File: config.mk
export PLATFORM = sky130hd
export DESIGN_NAME = mem_arbiter
export DESIGN_NICKNAME = d
export VERILOG_FILES = /design/src/rtl/mem_arb_pkg.sv /design/src/rtl/mem_arb_rr.sv /design/src/rtl/mem_arbiter.sv
export SDC_FILE = /design/constraint.sdc
export NUM_CORES = 1
export LEC_CHECK = 0
export ABC_AREA = 1
export CORE_ASPECT_RATIO = 0.6
export CORE_MARGIN = 5
export CORE_UTILIZATION = 40
export CTS_CLUSTER_DIAMETER = 200
export DETAILED_ROUTE_END_ITERATION = 10
export GPL_ROUTABILITY_DRIVEN = 0
export PLACE_DENSITY = 0.88
export SYNTH_ARGS = -nofsm -noshare
export SYNTH_HDL_FRONTEND = slang
export SYNTH_HIERARCHICAL = 1
export SYNTH_SLANG_ARGS = --single-unit
File: constraint.sdc
create_clock -name clk -period 1.87 [get_ports clk]
set_input_delay 0.561 -clock clk [delete_from_list [all_inputs] [get_ports clk]]
set_output_delay 0.561 -clock clk [all_outputs]
set_load 0.02 [all_outputs]
File: src/rtl/mem_arb_pkg.sv
// Shared types and constants for the two-port memory arbiter.
package mem_arb_pkg;

    localparam int MEM_AW = 8;
    localparam int MEM_DW = 32;

    localparam logic PORT_IF = 1'b0;
    localparam logic PORT_D  = 1'b1;

    typedef enum logic [1:0] {
        IDLE  = 2'd0,
        READ  = 2'd1,
        WRITE = 2'd2,
        DONE  = 2'd3
    } arb_state_t;

endpackage

File: src/rtl/mem_arb_rr.sv
// Two-input round-robin picker: a lone requester always wins, and a tie goes to
// the port that did not win last. After reset the data port wins the first tie.
module mem_arb_rr
    import mem_arb_pkg::*;
(
    input  logic clk,
    input  logic reset,
    input  logic req_if,
    input  logic req_d,
    input  logic advance,
    output logic grant_valid,
    output logic grant_port
);

    logic last_port;

    always_comb begin
        grant_valid = req_if | req_d;
        grant_port  = PORT_IF;
        if (req_if && req_d) begin
            grant_port = ~last_port;
        end else if (req_d) begin
            grant_port = PORT_D;
        end
    end

    // Remembering the fetch port as the last winner makes data win the first tie.
    always_ff @(posedge clk) begin
        if (reset) begin
            last_port <= PORT_IF;
        end else if (advance && grant_valid) begin
            last_port <= grant_port;
        end
    end

endmodule

File: src/rtl/mem_arbiter.sv
// Arbitrates a fetch port and a data port onto one single-ported memory using a
// four-state FSM (IDLE/READ/WRITE/DONE) with a timed read wait and write hold.
module mem_arbiter
    import mem_arb_pkg::*;
#(
    parameter int unsigned READ_WAIT  = 1,
    parameter int unsigned WRITE_HOLD = 4
) (
    input  logic              clk,
    input  logic              reset,
    input  logic              if_req,
    input  logic [MEM_AW-1:0] if_addr,
    output logic [MEM_DW-1:0] if_rdata,
    output logic              if_ack,
    input  logic              d_req,
    input  logic              d_we,
    input  logic [MEM_AW-1:0] d_addr,
    input  logic [MEM_DW-1:0] d_wdata,
    output logic [MEM_DW-1:0] d_rdata,
    output logic              d_ack,
    output logic              mem_read,
    output logic              mem_write,
    output logic [MEM_AW-1:0] mem_addr,
    output logic [MEM_DW-1:0] mem_wdata,
    input  logic [MEM_DW-1:0] mem_rdata,
    output logic              busy
);

    // Handshake: a port raises req with stable operands and holds both until it
    // sees its one-cycle ack; req still high in the following IDLE cycle is a
    // fresh request. Requests seen while busy simply wait for IDLE.

    localparam logic [3:0] READ_LAST  = 4'(READ_WAIT - 1);
    localparam logic [3:0] WRITE_LAST = 4'(WRITE_HOLD - 1);

    arb_state_t state, state_next;
    logic [3:0] cnt;
    logic       sel_port;
    logic       grant_valid;
    logic       grant_port;
    logic       take_grant;

    mem_arb_rr u_rr (
        .clk        (clk),
        .reset      (reset),
        .req_if     (if_req),
        .req_d      (d_req),
        .advance    (take_grant),
        .grant_valid(grant_valid),
        .grant_port (grant_port)
    );

    always_ff @(posedge clk) begin
        if (reset) begin
            state <= IDLE;
        end else begin
            state <= state_next;
        end
    end

    always_comb begin
        state_next = state;
        take_grant = 1'b0;
        mem_read   = 1'b0;
        mem_write  = 1'b0;
        if_ack     = 1'b0;
        d_ack      = 1'b0;
        case (state)
            IDLE: begin
                if (grant_valid) begin
                    take_grant = 1'b1;
                    state_next = (grant_port == PORT_D && d_we) ? WRITE : READ;
                end
            end
            READ: begin
                mem_read = 1'b1;
                if (cnt == READ_LAST) state_next = DONE;
            end
            WRITE: begin
                mem_write = 1'b1;
                if (cnt == WRITE_LAST) state_next = DONE;
            end
            DONE: begin
                if_ack     = (sel_port == PORT_IF);
                d_ack      = (sel_port == PORT_D);
                state_next = IDLE;
            end
            default: state_next = IDLE;
        endcase
    end

    assign busy = (state != IDLE);

    always_ff @(posedge clk) begin
        if (reset) begin
            cnt       <= '0;
            sel_port  <= PORT_D;
            mem_addr  <= '0;
            mem_wdata <= '0;
            if_rdata  <= '0;
            d_rdata   <= '0;
        end else begin
            if (state_next != state) begin
                cnt <= '0;
            end else if (state == READ || state == WRITE) begin
                cnt <= cnt + 4'd1;
            end

            // Fetch grants carry no write data, so mem_wdata keeps its last value.
            if (take_grant) begin
                sel_port <= grant_port;
                if (grant_port == PORT_D) begin
                    mem_addr  <= d_addr;
                    mem_wdata <= d_wdata;
                end else begin
                    mem_addr <= if_addr;
                end
            end

            if (state == READ && cnt == READ_LAST) begin
                if (sel_port == PORT_IF) begin
                    if_rdata <= mem_rdata;
                end else begin
                    d_rdata <= mem_rdata;
                end
            end
        end
    end

endmodule

Word-level counts from Yosys, hierarchy flattened
Index checks and enable logic that the tools add are counted.

Output and inout bits: 109. Bits of input ports: 85. Register bits: 112.

$add $sub $neg: 1. Bitwise operators: 3. Multiplexer cells: 14. Reductions and logical operators: 12. Eq/ne operators: 5.

Operators by type and width (number): 1-bit 2-to-1 mux (8); 2-bit 2-to-1 mux (4); 8-bit 2-to-1 mux (1); 2-bit case mux with 4 select lines (1); 2-bit AND reduction (3); 4-bit by 1-bit adder with 4-bit output, second input constant (1); 2-bit == test, second input constant (2); 4-bit by 2-bit == test with 1-bit output, second input constant (1); 1-bit logical AND (4); 4-bit logical NOT (1); 2-bit by 1-bit == test with 1-bit output, second input constant (1); 2-bit logical NOT (1); 2-bit inequality test (1); 1-bit NOT (2); 2-bit nonzero test (1); 2-bit OR reduction (1); 1-bit logical OR (1); 1-bit OR (1).

Logic depth before layout (Yosys ltp)
Depth after elaboration: 8. Gate-level depth with buffers: 11. Gate-level depth less buffers: 11.

Hierarchy
The synthesis kept the hierarchy.

Modules (own cells, without submodules): mem_arbiter (area an instance 4300.4 µm², cells each 545, instances 1); mem_arb_rr (area an instance 60.1 µm², cells each 8, instances 1).

Least setup slack after synthesis
No wires, ideal clock.

Path kind: reg2reg. Start: register state[1]. End: register if_rdata[10]. Data required time: 1.754 ns. Period minus slack after synthesis: 1.711 ns. Stages on the path, launching flop included: 11. Data arrival time: 1.594 ns. Setup time: 0.116 ns. Path buffers: 2. Path slack: 0.159 ns. Cells stage by stage: dfxtp_1 > inv_1 > ha_1 > nand2_1 > inv_1 > nand2_1 > or2_1 > buf_6 > buf_6 > o21ai_1 > a21oi_1.

Longest elaborated chain between the ends: 3.

RTL lines: start: declaration (line mem_arbiter.sv:36) `arb_state_t state, state_next;`; start signal: assignment (line mem_arbiter.sv:57) `state <= state_next;`; 2-bit by 1-bit == test with 1-bit output (line mem_arbiter.sv:120) `if (state == READ && cnt == READ_LAST) begin`; 1-bit logical AND (line mem_arbiter.sv:120); 2-bit AND reduction (no source line); end signal: assignment (line mem_arbiter.sv:122) `if_rdata <= mem_rdata;`; end: declaration (line mem_arbiter.sv:13) `output logic [MEM_DW-1:0] if_rdata,`.

No other way between the ends. A chain may end at the register's enable or synchronous reset.

Worst setup path after layout
Start: register mem_wdata[29]. End: output port mem_wdata[29].

RTL lines: start: declaration (line mem_arbiter.sv:24) `output logic [MEM_DW-1:0] mem_wdata,`; start signal: assignment (line mem_arbiter.sv:114) `mem_wdata <= d_wdata;`.

No word-level cell between the ends.

==> impl.org <==
** Final layout
- The library cell used most frequently in the layout, excluding fill and tap cells, is sky130_fd_sc_hd__dfxtp_1.
- Measured on the finished design, the core utilization comes to 64.5%.
- Net count, final :: 835
- In the final layout, flip-flops and latches occupy 0.00225 sq mm.
- Number of inserted diodes :: 0
- Final Instance Area :: 0.00683 sq mm
- Compared with the post-synthesis result, the final layout area differs by 56.7%.
- Fill cell total of the finished layout :: 854
- Multi-input gate area in the final layout :: 0.00162 sq mm
- Ratio of cells with drive above 1 in the final layout :: 7.25%
- Highest-count cells in the layout ignoring fill and taps :: sky130_fd_sc_hd__dfxtp_1, sky130_fd_sc_hd__a21oi_1, sky130_fd_sc_hd__clkdlybuf4s50_1
- Number of standard cells in the final layout excluding fillers :: 884

** Logic synthesis
- Largest area contributor in the netlist :: sky130_fd_sc_hd__dfxtp_1
- Sequential share of the synthesized area :: 51.4%
- Netlist Area Pre-Place :: 0.00436 sq mm
- In this run, distinct cell masters in the synthesized netlist total 20.
- In this run the mean area of a mapped cell was 7.89 sq um.
- Synthesized netlist net count :: 646
- Yosys warnings :: 6
- Largest cells by area after synthesis :: sky130_fd_sc_hd__dfxtp_1, sky130_fd_sc_hd__a21oi_1, sky130_fd_sc_hd__inv_1, sky130_fd_sc_hd__nand2_1, sky130_fd_sc_hd__nand3_1
- Post-Synthesis Cells :: 553
- Seq cells post-synth :: 112
- Area share of the leading cell type in the synthesized netlist :: 51.4%

** Floorplanning
- After floorplanning, the core was sized to cover 0.0106 sq mm.
- DIE AREA :: 0.0132 sq mm
- The initial utilization of the core area, before any placement, comes to 41.2%.
- In this run the core area contains 29 standard-cell rows.
- Overall die width :: 145 microns
- Die Height :: 90.9 microns
- Top-level port count :: 194

** Route
- Vias per cell :: 4.99
- Average detailed-routed wire length per instance :: 15.4 microns
- In the routed design, unresolved DRC markers number 0.
- Summed over all layers, the routed wires come to 13,700 microns.
- Number of DRC markers after the initial detailed-route iteration :: 214
- The first detailed-routing pass took 5 iterations.
- Post-DRT Antenna Nets :: 0
- The detailed router placed 4,408 vias in this run.

** Worst setup path
- The signal on the critical path passes through clkdlybuf4s50_1.
- Data on the critical path arrives at its endpoint at 1.28 ns.
- The critical path in this run is classified as flip-flop to output pin.
- Number of cell instances on the worst register-to-register path :: 9
- STA classifies the critical path startpoint as a flip-flop.
- Critical path required time :: 1.31 ns
- Register-to-register setup slack :: 0.16 ns
- Master of the slowest instance on the critical path :: sky130_fd_sc_hd__clkdlybuf4s50_1
- Cell type group with the largest total delay on the critical path :: buffers and inverters
- Peak fanout along the critical path :: 2
- In this design, the stage delay of the slowest critical-path cell is 0.62 ns.
- Counting both buffers and inverters, the worst setup path holds a total of 1.
- CP Capture Type :: output pin
- Path length in cells of the critical path :: 1

** Flow run
- MaxCap Viol Count :: 0

** GRT
- The number of global-route vias before repair was 4,338.
- Layer with the highest usage :: met2
- Entering global routing, the biggest net connects 65 pins.
- Overall fraction of global-route tracks in use :: 19.4%
- In the global route stage, met1 resource usage came out at 24.6%.
- GR Util met2 :: 33.1%
- For this run, global-route usage on met3 was measured as 5.66%.
- Initial antenna violation count :: 0
- Global routing finished with a remaining overflow of 0.
- First-pass GRT wire length :: 21,100 microns

** Hold path
- Worst Hold Class :: flip-flop to flip-flop
- Number of cells traversed by the worst hold path :: 2

** Clock tree
- TritonCTS clock tree :: done
- After clock tree synthesis, the clock-pin slew on the worst setup and hold paths is 0.08 ns.
- In this run, CTS created clock tree buffers numbering 9.
- Clock latency on the worst-skew pair :: 0.34 ns
- CTS Hold Bufs :: 0
- The clock passes through at most 2 buffers.
- In this run the clock root is driven by a sky130_fd_sc_hd__clkbuf_16.
- CTS H-Tree Depth :: 3
- Number of sinks handled by clock tree synthesis :: 112

** Power
- Sw Ratio :: 40.0%
- Dividing total power by cell area gives a power density of 1420 mW/mm^2.
- Clk network pwr share :: 18.1%
- Worst ir drop on vdd :: 1.00 mV
- Total design power :: 9.69 mW
- Summed over all nets, the switching power comes to 3.87 mW.
- In this run, flip-flops and latches consume 35.8% of the power.
- Leak Pwr :: 3.57 nW
- The share of total power dissipated in combinational logic is 46.1%.
- Internal cell power :: 5.82 mW

** Timing
- On the final layout, the worst clock skew is 0.00952 ns.
- Subtracting the final worst setup slack from the clock period gives 1.84 ns.
- Setup repair after global routing missed its margin :: true
- Derived from the worst setup path, the maximum achievable clock frequency is 544 MHz.
- Setup total negative slack on the finished layout was measured at 0 ns.
- Transition time of the tightest slew-check pin :: 0.369 ns
- Max-slew violation count :: 0
- The worst path meets setup with 0.0316 ns of slack.
- The final hold violation count was 0.
- Finish-stage setup viols :: 0
- The worst path uses 98.3% of the clock period.
- In this run the tightest slew margin relative to its limit is 75.4%.
- Hold timing on the final database bottoms out at a slack of 0.441 ns.

** Placement
- Number of input and output port buffers inserted :: 193
- After legalization and detailed placement, the total HPWL measured 9740 microns.
- After detailed placement, the total cell area comes to 0.00650 sq mm.
- Worst slack, placed :: -0.242 ns
- After detailed placement, the design holds a cell count of 869.

** Run status
- The run finished with clean final reports.
[Yosys cell counts]
master,number
sky130_fd_sc_hd__a21boi_0,1
sky130_fd_sc_hd__a21oi_1,97
sky130_fd_sc_hd__a21oi_2,1
sky130_fd_sc_hd__buf_2,9
sky130_fd_sc_hd__buf_6,7
sky130_fd_sc_hd__clkbuf_1,22
sky130_fd_sc_hd__dfxtp_1,112
sky130_fd_sc_hd__ha_1,8
sky130_fd_sc_hd__inv_1,85
sky130_fd_sc_hd__nand2_1,71
sky130_fd_sc_hd__nand3_1,48
sky130_fd_sc_hd__nand4_1,1
sky130_fd_sc_hd__nor2_1,10
sky130_fd_sc_hd__nor2_2,1
sky130_fd_sc_hd__o211ai_1,8
sky130_fd_sc_hd__o21ai_0,38
sky130_fd_sc_hd__o21ai_1,29
sky130_fd_sc_hd__or2_1,2
sky130_fd_sc_hd__xnor2_1,1
sky130_fd_sc_hd__xor2_1,2
[power groups by stage]
stage	combinational, mW	clock (mW)	sequential [mW]
3_5_place_dp	4.65	0	3.51
2_1_floorplan	1.72	0	4.22
3_3_place_gp	4.49	0	3.47
4_1_cts	4.42	1.81	3.47
5_1_grt	4.86	1.90	3.54
6_report	4.47	1.75	3.47
[area by class of cell]
class	instances	share of cell area, %
clock buffer	9	3.30
clock inverter	5	0.623
inverter	85	4.67
multi-input combinational	318	23.7
sequential	112	32.9
tap	139	2.55
timing repair buffer	216	32.3
[worst register-to-register path: cells and delay by family, from the launching register on]
kind | cells | cell delay [ns]
AO/OA/AOI/OAI | 2 | 0.27
adder cells (fa/ha/maj) | 1 | 0.21
buffers and inverters | 3 | 0.36
flip-flops | 1 | 0.34
AND/OR/NAND/NOR | 3 | 0.43
[final timing paths]
kind | start | endpoint
min reg2reg | d_rdata[10] | d_rdata[10]
min | d_rdata[10] | d_rdata[10]
max | mem_wdata[29] | mem_wdata[29]
max reg2reg | state[1] | if_rdata[25]
[timing repair]
item | CTS | global route
endpoints found under the setup margin | 57 | 81
gates resized for setup | 72 | 52
gates cloned | 0 | 1
pin swaps | 0 | 2
setup buffers | 0 | 0
[registers in the layout, indices dropped and copies added, names as in the netlist]
name and flops:
sel_port 1, mem_addr 8, state 2, if_rdata 32, u_rr/last_port 1, cnt 4
d_rdata 32, mem_wdata 32
[logic make-up after synthesis]
family | synth area share (%)
buffers and inverters | 12.1
and+or+nand+nor | 13.1
adders and majority gates | 2.30
AOI/OAI and AO/OA | 20.6
DFF | 51.4
xor gates and xnor gates | 0.603
[metal layers]
metal / vias up / share of wire, %
li1: 2171 / -
met2: 178 / 48
met3: 12 / 8.9
met1: 2047 / 42
met5: - / 0
met4: 0 / 0.67
(Power assumes the default switching activity.)
